==> src/rtl/clock_gate_ctrl.sv <==
// ---------------------------------------------------------------------------
// clock_gate_ctrl
//
// Purpose:
//   Drives the CE pin of a gated global clock buffer (BUFGCE_1) so that a
//   downstream clock domain only runs while somebody needs it. Requests from
//   NREQ clients and a software force bit are merged. A fixed wake-up settle
//   period elapses before any client is told the clock is good, and an idle
//   hysteresis period elapses before the clock is switched off again. Wake
//   events are counted (saturating) for power profiling. Lives in the
//   always-on clk domain next to the buffer.
//
// Ports:
//   clk        in   1      always-running controller clock
//   reset      in   1      synchronous, active-high reset
//   req        in   NREQ   per-requester clock request (level)
//   force_on   in   1      software override, behaves as a request, never acked
//   ce         out  1      registered clock enable for the buffer CE pin
//   ack        out  NREQ   per-requester grant: gated clock running and stable
//   state      out  2      0=OFF, 1=WAKE, 2=ON, 3=IDLE
//   wake_count out  CNT_W  number of OFF->WAKE transitions, saturating
// ---------------------------------------------------------------------------
module clock_gate_ctrl #(
  parameter int NREQ        = 4,
  parameter int WAKE_CYCLES = 2,
  parameter int IDLE_CYCLES = 16,
  parameter int CNT_W       = 8
) (
  input  logic             clk,
  input  logic             reset,
  input  logic [NREQ-1:0]  req,
  input  logic             force_on,
  output logic             ce,
  output logic [NREQ-1:0]  ack,
  output logic [1:0]       state,
  output logic [CNT_W-1:0] wake_count
);

  typedef enum logic [1:0] {
    StOff  = 2'd0,
    StWake = 2'd1,
    StOn   = 2'd2,
    StIdle = 2'd3
  } state_e;

  // Both settle periods fit in 8 bits; the counter is loaded with the
  // period minus one so that it reads zero in the last cycle of the period.
  localparam logic [7:0] WAKE_LOAD = 8'(WAKE_CYCLES - 1);
  localparam logic [7:0] IDLE_LOAD = 8'(IDLE_CYCLES - 1);

  state_e           state_q, state_d;
  logic [7:0]       cnt_q, cnt_d;
  logic             ce_q, ce_d;
  logic [NREQ-1:0]  ack_q, ack_d;
  logic [CNT_W-1:0] wakeCnt_q, wakeCnt_d;
  logic             anyReq;

  // Next-state logic. The software force bit counts as a request for
  // sequencing purposes but is never reflected on ack. WAKE cannot be
  // aborted, and in IDLE a fresh request always beats the timeout, even in
  // the very last idle cycle.
  always_comb begin
    anyReq    = (|req) | force_on;
    state_d   = state_q;
    cnt_d     = cnt_q;
    wakeCnt_d = wakeCnt_q;

    case (state_q)
      StOff: begin
        if (anyReq) begin
          state_d = StWake;
          cnt_d   = WAKE_LOAD;
          if (wakeCnt_q != '1) begin
            wakeCnt_d = wakeCnt_q + 1'b1;
          end
        end
      end

      StWake: begin
        if (cnt_q == 8'd0) begin
          state_d = StOn;
        end else begin
          cnt_d = cnt_q - 1'b1;
        end
      end

      StOn: begin
        if (!anyReq) begin
          state_d = StIdle;
          cnt_d   = IDLE_LOAD;
        end
      end

      StIdle: begin
        if (anyReq) begin
          state_d = StOn;
        end else if (cnt_q == 8'd0) begin
          state_d = StOff;
        end else begin
          cnt_d = cnt_q - 1'b1;
        end
      end

      default: begin
        state_d = StOff;
      end
    endcase

    // Acks mirror the requests only while we will be in ON next cycle, so
    // the first ON cycle already shows the grants and leaving ON clears them
    // at the same edge. ce is derived from the next state so the buffer
    // enable only moves on OFF->WAKE and IDLE->OFF (or reset).
    ack_d = (state_d == StOn) ? req : '0;
    ce_d  = (state_d != StOff);
  end

  // State and output registers; every output comes straight from a flop so
  // the buffer CE pin never sees a combinational glitch.
  always_ff @(posedge clk) begin
    if (reset) begin
      state_q   <= StOff;
      cnt_q     <= 8'd0;
      ce_q      <= 1'b0;
      ack_q     <= '0;
      wakeCnt_q <= '0;
    end else begin
      state_q   <= state_d;
      cnt_q     <= cnt_d;
      ce_q      <= ce_d;
      ack_q     <= ack_d;
      wakeCnt_q <= wakeCnt_d;
    end
  end

  assign ce         = ce_q;
  assign ack        = ack_q;
  assign state      = state_q;
  assign wake_count = wakeCnt_q;

endmodule
==> config.mk <==
export PLATFORM = sky130hd
export DESIGN_NAME = clock_gate_ctrl
export DESIGN_NICKNAME = d
export VERILOG_FILES = /design/src/rtl/clock_gate_ctrl.sv
export SDC_FILE = /design/constraint.sdc
export NUM_CORES = 1
export LEC_CHECK = 0
export CAP_MARGIN = 40
export CORE_MARGIN = 4
export CORE_UTILIZATION = 50
export CTS_CLUSTER_SIZE = 10
export DETAILED_ROUTE_END_ITERATION = 16
export HOLD_SLACK_MARGIN = 0.12
export PLACE_DENSITY = 0.81
export SLEW_MARGIN = 15
export SYNTH_ARGS = -nofsm -noshare
export SYNTH_HDL_FRONTEND = slang
export SYNTH_SLANG_ARGS = --single-unit
==> constraint.sdc <==
create_clock -name clk -period 2.8 [get_ports clk]
set_input_delay 0.56 -clock clk [delete_from_list [all_inputs] [get_ports clk]]
set_output_delay 0.56 -clock clk [all_outputs]
set_load 0.05 [all_outputs]
==> results <==
- The maximum level of the CTS H-tree is 1.
- Leaving out fill and tap cells, the most frequent cell in the layout is dfxtp_1.
- Setup repair after global routing left no endpoint under its margin.
- The multiplexer fraction of the synthesized cell area is 0%.
- 0 antenna diodes ended up in the layout.
- Dividing the detail-routed wire length by the instance count gives 14.78 um.
- The hold violation total from the final report came to 0.
- The adder-cell share of the synthesized area is 3.202%.
- The layout overhead on the synthesized area is 22.09%.
- Entering global routing, the biggest net connects 18 pins.
- Buffers added to address setup during post-CTS repair amount to 0.
- STA classifies the critical path endpoint as an output port.
- The pin slew with the least headroom to its limit is 534.1 ps.
- During synthesis, Yosys emitted a total of 0 warnings.
- The first-pass GRT wire length is 4.657 mm.
- Summed over all layers, the routed wires come to 2.764 mm.
- After Yosys synthesis, and, or, nand and nor cells account for 27.64% of the synthesized area.
- The tool flagged a number of max-cap violations equal to 0.
- Row generation in the floorplan step produced 17 rows.
- The synthesized area divided by synthesized cell count is 8.495 um^2.
- The total die area is 3183 um^2.
- The number of antenna violations at the first check in global routing came to 0.
- The die span in x is 56.42 um.
- The number of resized instances in the post-cts repair step is 0.
- At the worst endpoint, the required time is 2240 ps.
- The share of the synthesized netlist area taken by xor and xnor gates is 0%.
- The share of the synthesized area in the top cell type is 39.27%.
- The max-slew headroom at the worst pin is 64.35%.
- Clock latency on the worst-skew pair, taken at its later pin, is 310 ps.
- By startpoint and endpoint, the worst setup path is classified as flip-flop to output port.
- Summed over all cells, the static leakage comes to 0.0005182 uW.
- The overall global routing resource usage is 18.04%.
- The remaining routing DRC violations is 0.
- Total power for the finished layout comes to 1579 uW.
- The buffers plus inverters on the worst setup path is 1.
- In this run the remaining antenna-violating nets after routing total 0.
- Fill cells in the final layout number 198.
- The total overflow reported by the global router is 0.
- The longest clock path from root to sink contains 2 buffers.
- The total of buffers placed on input and output ports is 21.
- The number of detailed-route iterations in the first pass is 4.
- The core region is 2212 um^2.
- The number of slew-limit violations in the final report is 0.
- The library cell used as clock root buffer is clkbuf_4.
- The worst reg-to-reg path cell count is 6.
- The sequential element share of the synthesized area is 39.27%.
- The cell count after synthesis came out at 138.
- Yosys mapped the design onto 37 distinct sky130hd cell types.
- The setup clock skew after layout is 5.415 ps.
- Buffers inserted to repair hold after CTS numbered 0.
- The number of ports placed on the die boundary is 22.
- The count of placed standard cells in the final layout, fillers left out is 187.
- Timing analysis after detailed placement gives a worst setup slack of 396.4 ps.
- The maximum single-stage delay on the critical path is 910 ps.
- The placed cell count is 183.
- The final period demand of the worst path is 2453 ps.
- The final setup slack of the worst path is 347.3 ps.
- The path class of the lowest-slack min-delay path is flip-flop to flip-flop.
- Of all nets on the critical path, the largest fanout is 17.
- The flow ran to the end, and the final reports show no timing, DRC or antenna violations.
- The biggest area contributor in the post-synthesis netlist is dfxtp_1.
- The signal on the critical path passes through clkdlybuf4s50_1.
- The HPWL after detailed placement is 2.019 mm.
- Setup violations remaining at the end of the flow were counted as 0.
- Routability-driven placement finished with a final weighted congestion of 0.8967.
- The number of vias per cell after detailed routing is 6.123.
- The synthesis-stage register bit count is 23.
- For this design, the slowest cell found on the critical path is clkdlybuf4s50_1.
- The peak clock frequency supported by timing is 407.7 MHz.
- The initial utilization of the core area, before any placement, comes to 53.00%.
- The maximum resistive drop on vdd is 0.8075 mV.
- The via count of the first global-routing pass is 1,051.
- For the worst setup path, the data arrival time is 1890 ps.
- The synthesized-area fraction occupied by ao, oa, aoi and oai cells is 25.51%.
- The dominant combinational cell family by area after synthesis is simple AND/OR/NAND/NOR gates.
- The share of the clock period used by the worst path is 87.60%.
- Counting instances, the worst hold path has a depth of 2.
- The count of nets after finishing is 170.
- The vertical die dimension is 56.42 um.
- The final route contains 1,145 vias.
- Cells with a size suffix above 1 make up 6.918% of the layout.
- In the layout the commonest cells are dfxtp_1 (23), clkdlybuf4s50_1 (21), a21oi_1 (11).
- Setup total negative slack on the finished layout was measured at 0 ps.
- STA classifies the critical path startpoint as a flip-flop.
- Dividing total power by cell area gives a power density of 1103 nW/um^2.
- The detailed router finished its first iteration with 34 violations.
- Ranked by total cell area, the synthesized netlist is headed by dfxtp_1 (39%), a21oi_1 (4.7%), o31ai_1 (4.5%).
- The synthesized netlist occupies a cell area of 1172 um^2.
- The number of sinks driven by the clock tree is 23.
- Counting the buffers created by CTS gives 3.
- The net count after synthesis is 148.
- The clock tree from TritonCTS is built.
- In this run the number of cells on the critical path is 1.
- The kind of cell with the highest combined delay along the critical path is buffers and inverters.
- The clock transition time at the flip-flop clock pins of the worst setup and hold paths is 120 ps.
## area by class of cell
class                           instances  area [um^2]  area share (%)
Clock buffer                            3        22.52           1.573
Clock inverter                          1        5.005          0.3497
Inverter                                8        30.03           2.098
Multi-Input combinational cell        102        660.6           46.15
Sequential cell                        23        460.4           32.17
Tap cell                               28        35.03           2.448
Timing Repair Buffer                   22        217.7           15.21
## worst paths after layout
kind / start / endpoint / slack (ps)
worst max-delay path: state[0] / state[0] / 350
worst min register to register: cnt_q[1] / cnt_q[1] / 500
worst max register to register: cnt_q[0] / state[1] / 820
worst min-delay path: cnt_q[1] / cnt_q[1] / 500
## synthesized netlist by cell type (all sizes together)
library cell  number
o21ai              6
a211o              1
o41ai              1
nor3               4
a31oi              4
ha                 3
nand3              7
inv                8
or4                4
nor4b              1
and4               2
a32o               2
nor4               3
buf                2
a211oi             1
clkbuf             3
a31o               4
nor2               6
or4b               1
a21boi             1
or3                4
dfxtp             23
nand3b             1
a21oi             11
nand4              5
nand2              8
o211ai             1
o311ai             1
and2               4
a41oi              1
a21o               2
nand2b             1
o31ai              7
nor2b              1
o31a               1
and3               3
## registers in the layout, indices dropped and copies added, names as in the netlist
| name | count |
|---|---|
| wake_count | 8 |
| ce | 1 |
| cnt_q | 8 |
| state | 2 |
| ack | 4 |
## cell families (layout without fill, tap and decap cells)
group / count (synthesis) / count (layout)
and+or+nand+nor: 55 / 55
DFF: 23 / 23
buffers and inverters: 13 / 34
adders and majority gates: 3 / 3
AOI/OAI and AO/OA: 44 / 44
## layer usage
layer	wire, um	vias up	track usage [%]
li1	-	576	-
met1	1231	530	21.96
met2	1324	35	30.69
met4	19	0	3.729
met5	0	-	0
met3	189	4	5.977
## through the flow
| stage | cell area, um^2 | util, % | hold slack [ps] |
|---|---|---|---|
| floorplan | 1172 | - | 457.3 |
| global placement | 1404 | 63.46 | 486.8 |
| detailed placement | 1404 | 63.46 | 480.3 |
| CTS | 1431 | 64.71 | 499.0 |
| global route | 1431 | 64.71 | 537.2 |
| finish | 1431 | 64.71 | 495.5 |
## power by group
group | internal, uW | switching (uW) | total [uW] | leakage (uW)
logic | 328 | 556 | 884 | 0.000312
clock network | 53.4 | 99.0 | 152 | 0.0000177
registers | 421 | 122 | 542 | 0.000188
total | 802 | 777 | 1580 | 0.000518
Power figures use the tool's default switching activity.
